`src/rtl/calc_isa_pkg.sv`:
```
// Shared ISA definitions for the calculator fetch/execute loop: field
// positions, opcodes, PC mode codes, sequencer states and field helpers.
package calc_isa_pkg;

    localparam int ISA_IW      = 16;
    localparam int ISA_AW      = 8;
    localparam int ISA_TIMEOUT = 15;

    localparam int OPC_HI   = 15;
    localparam int OPC_LO   = 12;
    localparam int ALUOP_HI = 9;
    localparam int ALUOP_LO = 8;
    localparam int IMM_HI   = 7;
    localparam int IMM_LO   = 0;

    localparam logic [3:0] OP_NOP  = 4'h0;
    localparam logic [3:0] OP_BACK = 4'h1;
    localparam logic [3:0] OP_JMP  = 4'h2;
    localparam logic [3:0] OP_JALU = 4'h3;
    localparam logic [3:0] OP_LDI  = 4'h4;
    localparam logic [3:0] OP_JZ   = 4'h5;
    localparam logic [3:0] OP_HALT = 4'hF;

    localparam logic [1:0] PCM_INC  = 2'b00;
    localparam logic [1:0] PCM_DEC  = 2'b01;
    localparam logic [1:0] PCM_LOAD = 2'b10;
    localparam logic [1:0] PCM_ALU  = 2'b11;

    typedef enum logic [2:0] {
        ST_IDLE,
        ST_FETCH,
        ST_DECODE,
        ST_EXEC,
        ST_HALT
    } seq_state_t;

    typedef enum logic [1:0] {
        ACC_HOLD,
        ACC_IMM,
        ACC_ALU
    } acc_sel_t;

    function automatic logic [3:0] get_opcode(input logic [ISA_IW-1:0] word);
        return word[OPC_HI:OPC_LO];
    endfunction

    function automatic logic [1:0] get_alu_op(input logic [ISA_IW-1:0] word);
        return word[ALUOP_HI:ALUOP_LO];
    endfunction

    function automatic logic [7:0] get_imm(input logic [ISA_IW-1:0] word);
        return word[IMM_HI:IMM_LO];
    endfunction

endpackage

```
`src/rtl/calc_instr_decode.sv`:
```
// Combinational instruction decoder: turns the opcode, immediate and the
// accumulator-zero flag into PC mode, jump target, ALU controls and the
// accumulator load source, and flags HALT and illegal opcodes.
module calc_instr_decode
    import calc_isa_pkg::*;
#(
    parameter int AW = ISA_AW
)(
    input  logic [3:0]    i_opcode,
    input  logic [1:0]    i_alu_field,
    input  logic [AW-1:0] i_imm,
    input  logic          i_acc_zero,
    output logic [1:0]    o_m,
    output logic [AW-1:0] o_data_input,
    output logic [1:0]    o_alu_op,
    output logic [AW-1:0] o_alu_b,
    output acc_sel_t      o_acc_load_sel,
    output logic          o_is_halt,
    output logic          o_is_illegal
);

    // Opcode table; anything not listed is treated as illegal.
    always_comb begin
        o_m            = PCM_INC;
        o_data_input   = '0;
        o_alu_op       = 2'b00;
        o_alu_b        = '0;
        o_acc_load_sel = ACC_HOLD;
        o_is_halt      = 1'b0;
        o_is_illegal   = 1'b0;
        case (i_opcode)
            OP_NOP: begin
                o_m = PCM_INC;
            end
            OP_BACK: begin
                o_m = PCM_DEC;
            end
            OP_JMP: begin
                o_m          = PCM_LOAD;
                o_data_input = i_imm;
            end
            OP_JALU: begin
                o_m            = PCM_ALU;
                o_alu_op       = i_alu_field;
                o_alu_b        = i_imm;
                o_acc_load_sel = ACC_ALU;
            end
            OP_LDI: begin
                o_m            = PCM_INC;
                o_acc_load_sel = ACC_IMM;
            end
            OP_JZ: begin
                if (i_acc_zero) begin
                    o_m          = PCM_LOAD;
                    o_data_input = i_imm;
                end else begin
                    o_m = PCM_INC;
                end
            end
            OP_HALT: begin
                o_is_halt = 1'b1;
            end
            default: begin
                o_is_illegal = 1'b1;
            end
        endcase
    end

endmodule

```
`src/rtl/calc_fetch_sequencer.sv`:
```
// Fetch/execute sequencer: fetches an instruction at the current PC over a
// req/ack handshake, decodes it into PC controls, strobes the PC block and
// steps the accumulator through the external ALU.
module calc_fetch_sequencer
    import calc_isa_pkg::*;
#(
    parameter int IW      = ISA_IW,
    parameter int AW      = ISA_AW,
    parameter int TIMEOUT = ISA_TIMEOUT
)(
    input  logic          i_clk,
    input  logic          i_clr,
    input  logic          i_run,
    input  logic [AW-1:0] i_pc,
    output logic          o_mem_req,
    output logic [AW-1:0] o_mem_addr,
    input  logic          i_mem_ack,
    input  logic [IW-1:0] i_mem_rdata,
    output logic [1:0]    o_m,
    output logic [AW-1:0] o_data_input,
    output logic          o_pc_step,
    output logic [1:0]    o_alu_op,
    output logic [AW-1:0] o_alu_a,
    output logic [AW-1:0] o_alu_b,
    input  logic [AW-1:0] i_res_alu,
    output logic          o_halted,
    output logic          o_fault
);

    localparam int TMO_W = $clog2(TIMEOUT + 1);

    seq_state_t     r_state;
    seq_state_t     w_next_state;
    logic           w_set_halt;
    logic           w_set_fault;

    logic [IW-1:0]    r_instr;
    logic [AW-1:0]    r_acc;
    logic [TMO_W-1:0] r_tmo_cnt;
    acc_sel_t         r_acc_sel;

    logic             r_mem_req;
    logic [AW-1:0]    r_mem_addr;
    logic [1:0]       r_m;
    logic [AW-1:0]    r_data_input;
    logic [1:0]       r_alu_op;
    logic [AW-1:0]    r_alu_b;
    logic             r_pc_step;
    logic             r_halted;
    logic             r_fault;

    logic [1:0]       w_dec_m;
    logic [AW-1:0]    w_dec_data_input;
    logic [1:0]       w_dec_alu_op;
    logic [AW-1:0]    w_dec_alu_b;
    acc_sel_t         w_dec_acc_sel;
    logic             w_dec_is_halt;
    logic             w_dec_is_illegal;
    logic             w_acc_zero;
    logic             w_tmo_expired;
    logic             w_unused_bits;

    assign w_acc_zero    = (r_acc == '0);
    assign w_tmo_expired = (r_tmo_cnt == TMO_W'(TIMEOUT - 1));
    assign w_unused_bits = ^r_instr[11:10];

    calc_instr_decode #(
        .AW (AW)
    ) u_decode (
        .i_opcode       (get_opcode(r_instr)),
        .i_alu_field    (get_alu_op(r_instr)),
        .i_imm          (get_imm(r_instr)),
        .i_acc_zero     (w_acc_zero),
        .o_m            (w_dec_m),
        .o_data_input   (w_dec_data_input),
        .o_alu_op       (w_dec_alu_op),
        .o_alu_b        (w_dec_alu_b),
        .o_acc_load_sel (w_dec_acc_sel),
        .o_is_halt      (w_dec_is_halt),
        .o_is_illegal   (w_dec_is_illegal)
    );

    // State register; clr returns to IDLE from anywhere, including HALT.
    always_ff @(posedge i_clk) begin
        if (i_clr) begin
            r_state <= ST_IDLE;
        end else begin
            r_state <= w_next_state;
        end
    end

    // Next-state logic plus the halt/fault set requests.
    always_comb begin
        w_next_state = r_state;
        w_set_halt   = 1'b0;
        w_set_fault  = 1'b0;
        unique case (r_state)
            ST_IDLE: begin
                if (i_run) begin
                    w_next_state = ST_FETCH;
                end
            end
            ST_FETCH: begin
                if (i_mem_ack) begin
                    w_next_state = ST_DECODE;
                end else if (w_tmo_expired) begin
                    w_next_state = ST_HALT;
                    w_set_halt   = 1'b1;
                    w_set_fault  = 1'b1;
                end
            end
            ST_DECODE: begin
                if (w_dec_is_halt) begin
                    w_next_state = ST_HALT;
                    w_set_halt   = 1'b1;
                end else if (w_dec_is_illegal) begin
                    w_next_state = ST_HALT;
                    w_set_halt   = 1'b1;
                    w_set_fault  = 1'b1;
                end else begin
                    w_next_state = ST_EXEC;
                end
            end
            ST_EXEC: begin
                w_next_state = i_run ? ST_FETCH : ST_IDLE;
            end
            ST_HALT: begin
                w_next_state = ST_HALT;
            end
            default: begin
                w_next_state = ST_IDLE;
            end
        endcase
    end

    // Fetch side: request, address capture on FETCH entry, timeout count, instruction latch.
    always_ff @(posedge i_clk) begin
        if (i_clr) begin
            r_mem_req  <= 1'b0;
            r_mem_addr <= '0;
            r_tmo_cnt  <= '0;
            r_instr    <= '0;
        end else begin
            r_mem_req <= (w_next_state == ST_FETCH);
            if (r_state != ST_FETCH && w_next_state == ST_FETCH) begin
                r_mem_addr <= i_pc;
                r_tmo_cnt  <= '0;
            end else if (r_state == ST_FETCH) begin
                r_tmo_cnt <= r_tmo_cnt + TMO_W'(1);
            end
            if (r_state == ST_FETCH && i_mem_ack) begin
                r_instr <= i_mem_rdata;
            end
        end
    end

    // Decode side: PC and ALU controls are captured once and held until the next decode.
    always_ff @(posedge i_clk) begin
        if (i_clr) begin
            r_m          <= PCM_INC;
            r_data_input <= '0;
            r_alu_op     <= 2'b00;
            r_alu_b      <= '0;
            r_acc_sel    <= ACC_HOLD;
        end else if (r_state == ST_DECODE && !w_dec_is_halt && !w_dec_is_illegal) begin
            r_m          <= w_dec_m;
            r_data_input <= w_dec_data_input;
            r_alu_op     <= w_dec_alu_op;
            r_alu_b      <= w_dec_alu_b;
            r_acc_sel    <= w_dec_acc_sel;
        end
    end

    // Execute side: step strobe covers exactly the EXEC cycle, accumulator commits at its end.
    always_ff @(posedge i_clk) begin
        if (i_clr) begin
            r_pc_step <= 1'b0;
            r_acc     <= '0;
        end else begin
            r_pc_step <= (w_next_state == ST_EXEC);
            if (r_state == ST_EXEC) begin
                case (r_acc_sel)
                    ACC_IMM:  r_acc <= get_imm(r_instr);
                    ACC_ALU:  r_acc <= i_res_alu;
                    default:  r_acc <= r_acc;
                endcase
            end
        end
    end

    // Sticky status flags, cleared only by clr.
    always_ff @(posedge i_clk) begin
        if (i_clr) begin
            r_halted <= 1'b0;
            r_fault  <= 1'b0;
        end else begin
            if (w_set_halt) begin
                r_halted <= 1'b1;
            end
            if (w_set_fault) begin
                r_fault <= 1'b1;
            end
        end
    end

    assign o_mem_req    = r_mem_req;
    assign o_mem_addr   = r_mem_addr;
    assign o_m          = r_m;
    assign o_data_input = r_data_input;
    assign o_pc_step    = r_pc_step;
    assign o_alu_op     = r_alu_op;
    assign o_alu_a      = r_acc;
    assign o_alu_b      = r_alu_b;
    assign o_halted     = r_halted;
    assign o_fault      = r_fault;

endmodule

```
`config.mk`:
```
export PLATFORM = sky130hd
export DESIGN_NAME = calc_fetch_sequencer
export DESIGN_NICKNAME = d
export VERILOG_FILES = /design/src/rtl/calc_isa_pkg.sv /design/src/rtl/calc_instr_decode.sv /design/src/rtl/calc_fetch_sequencer.sv
export SDC_FILE = /design/constraint.sdc
export NUM_CORES = 1
export LEC_CHECK = 0
export CORE_MARGIN = 3
export CORE_UTILIZATION = 46
export DETAILED_ROUTE_END_ITERATION = 8
export GPL_TIMING_DRIVEN = 0
export PLACE_DENSITY = 0.79
export SYNTH_ARGS = -nofsm -noshare
export SYNTH_HDL_FRONTEND = slang
export SYNTH_SLANG_ARGS = --single-unit
```
`constraint.sdc`:
```
create_clock -name i_clk -period 1.7 [get_ports i_clk]
set_input_delay 0.34 -clock i_clk [delete_from_list [all_inputs] [get_ports i_clk]]
set_output_delay 0.34 -clock i_clk [all_outputs]
set_load 0.05 [all_outputs]
```
==> impl_metrics.ini <==
[hold_path]
hp-class = reg -> reg

[synthesis]
synth_area_per_cell_um2 = 9.47
synthCells = 264
postSynth.asyncResetShare_pct = 0
synth_compound_area_share_pct = 21.3
synth-simple-area-share_pct = 18.1
synthFlopType = dfxtp_1
syn_nets = 303
synth_top_area_cell = dfxtp_1
ys_top_cells_by_area = dfxtp_1 (50%), a21oi_1 (6.2%), nand2_1 (5.3%), a32o_1 (3.6%), a211oi_1 (3.6%)
synth_top_family_by_area = compound AO/OA/AOI/OAI gates
syn_area_um2 = 2500
yosysWarnings = 0
synthAdderAreaFrac_pct = 1.50
synth-edff-count = 0
ys_seq_elements = 63
yosysUniqueCellTypes = 42
netlist.area_leader.share_pct = 50.5
synth-seq-area-share_pct = 50.5
synth_mux_area_share_pct = 3.20
synth_xor_area_share_pct = 1.05

[worst_setup_path]
cp-start-kind = flop
crit_arrival_ps = 1870
crit_path_end_kind = flop
crit_required_ps = 1980
cp_max_fo = 10
path_class = reg -> reg

[sta]
fin_crit_sh_pct = 93.8
slew_viol_final = 0
slew_headroom_pct = 64.9
worst_pin_slew_ps = 522
timing.hold.ws_ps = 461
finalHoldViolCount = 0
setup-violations-final = 0
fin_crit_ps = 1590
final.setup_skew_ps = 6.67
rsz0062_at_grt = yes
fin_ws_ps = 106
fmax_mhz = 627

[placement]
placed_area_um2 = 3310
dp_hpwl_um = 4470
io_buffers = 72
place.gp.congestion = 0.809
place_ws_ps = -216

[cells_and_area]
antennaDiodeCount = 0
fin_util_pct = 67.0
area_growth_pct = 38.5
fin_area_um2 = 3460
fillers = 447
drive_above_1_share_pct = 10.3
nNetsFinal = 384

[grt]
grt_pass1_wl_um = 10400
antenna_found_initial = 0
grt_remaining_overflow = 0
grt_max_degree = 17
grt_pass1_vias = 2226
grtUsageTotal_pct = 20.9

[power_and_ir_drop]
ir_worst_vdd_v = 0.000536
leakage_uw = 0.00139
p_per_area_nw_per_um2 = 934

[detailed_routing]
avgViaCountPerCell = 5.37
met2WireLength_um = 2950
wl_um = 6230
drtIter0Drc = 173
drc = 0
wl_per_cell_um = 14.8
top_layer_used = met4
ant_nets = 0
wirelength_met1_um = 2890
first_pass_iters = 4
routed-wl-met3_um = 274
dr_total_vias = 2256

[floorplanning]
die_h_um = 79.7
ios = 76
dieArea_um2 = 6360
die_w_um = 79.7
rows = 26
initial_core_util_pct = 48.3
core_area_um2 = 5170

[cts]
cts_root_buf = clkbuf_8
cts_tree = yes
ctsHtreeMaxLevel = 3
clock_latency_ps = 330
cts_sinks = 63
clock_path_buffers = 2
cts-buffers-inserted = 9
clk_pin_slew_ps = 70

[flow_run]
drv_cap = 0

[outcome]
status = complete, no violations
cells in the final DEF, fill, tap and decap left out, types with 2 or more instances in the layout:
cell type / count
ha_1: 3
buf_2: 6
clkbuf_2: 2
clkbuf_8: 9
mux2i_1: 8
nand2_1: 35
dfxtp_1: 63
nor4_1: 2
clkinv_2: 3
dlygate4sd2_1: 40
o21ai_0: 12
nand3_1: 12
a22o_1: 10
clkdlybuf4s50_1: 32
a32o_1: 9
clkbuf_1: 7
inv_1: 4
a21oi_1: 30
a21o_1: 2
nor2_1: 11
a21oi_2: 2
a211oi_1: 12
nor4bb_1: 2
nand4_1: 2
a31oi_1: 4
buf_4: 2
sequential cells by signal, summed over array words and instances (netlist names), 3 cells and up:
register,flops
r_instr,14
o_alu_a,8
o_alu_b,8
o_data_input,8
o_mem_addr,8
r_tmo_cnt,4
r_state,3
through the flow:
stage,total power [uW],setup TNS [ps],std cells
2_1_floorplan,1850,0,264
3_3_place_gp,2020,-1980,406
3_5_place_dp,2030,-2190,406
4_1_cts,3250,0,421
5_1_grt,3370,-9.79,420
6_report,3240,0,420
kinds of logic (layout without fill, tap and decap cells):
family | count (synthesis) | count (layout)
AO/OA/AOI/OAI | 81 | 81
XOR/XNOR | 3 | 3
adder cells (fa/ha/maj) | 3 | 3
buffers and inverters | 24 | 110
flip-flops | 63 | 63
multiplexers | 8 | 8
AND/OR/NAND/NOR | 82 | 82
cell type report:
| class | instances | area, um^2 | area share, % |
|---|---|---|---|
| Buffer | 17 | 85.1 | 2.46 |
| Clock buffer | 10 | 128 | 3.68 |
| Clock inverter | 6 | 61.3 | 1.77 |
| Inverter | 4 | 15.0 | 0.434 |
| Multi-Input combinational cell | 177 | 1150 | 33.1 |
| Sequential cell | 63 | 1260 | 36.4 |
| Tap cell | 70 | 87.6 | 2.53 |
| Timing Repair Buffer | 73 | 678 | 19.6 |
report_power, final:
| group | internal, uW | switching (uW) |
|---|---|---|
| combinational | 174 | 265 |
| clock | 672 | 571 |
| sequential | 1520 | 30.9 |
worst max-delay path: stages, from the launching register on:
cell	delay [ps]
dfxtp_1	360
buf_2	260
nor3b_4	80
a21oi_2	370
buf_2	310
a22o_1	170
path summary, 6_finish.rpt:
path                           startpoint                       to  slack (ps)  cells after the start
setup / recovery    r_state[2]$_SDFF_PP0_  o_alu_b[7]$_SDFFE_PP0P_         110                      5
hold / removal    r_instr[9]$_SDFFE_PP0P_  r_instr[9]$_SDFFE_PP0P_         460                      2
setup reg to reg    r_state[2]$_SDFF_PP0_  o_alu_b[7]$_SDFFE_PP0P_         110                      5
hold reg to reg   r_instr[9]$_SDFFE_PP0P_  r_instr[9]$_SDFFE_PP0P_         460                      2
cell usage after synthesis, types with 2 or more instances:
cell type and number:
buf_2 7, buf_1 3, nor4bb_1 2, nand4_1 2, a31oi_1 4, xnor2_1 2
nor2_1 11, a21oi_1 31, clkbuf_1 7, ha_1 3, nor3b_1 2, nand2_1 35
and4bb_2 2, nand3_1 12, a22o_1 10, a211oi_1 12, inv_1 4, mux2i_1 8
o21ai_0 12, dfxtp_1 63, a32o_1 9, a21o_1 2, nor4_1 2
per-layer routing:
| metal | vias to the layer above | track usage [%] |
|---|---|---|
| li1 | 1126 | - |
| met1 | 1052 | 28.6 |
| met2 | 65 | 32.6 |
| met3 | 13 | 3.16 |
| met4 | 0 | 8.76 |
| met5 | - | 0 |
repair_timing:
item | CTS | global route
endpoints found under the setup margin | 42 | 28
gates cloned | 0 | 0
hold buffers | 0 | 0
resized for setup | 40 | 7
setup buffers | 0 | 1
Power figures use the tool's default switching activity.
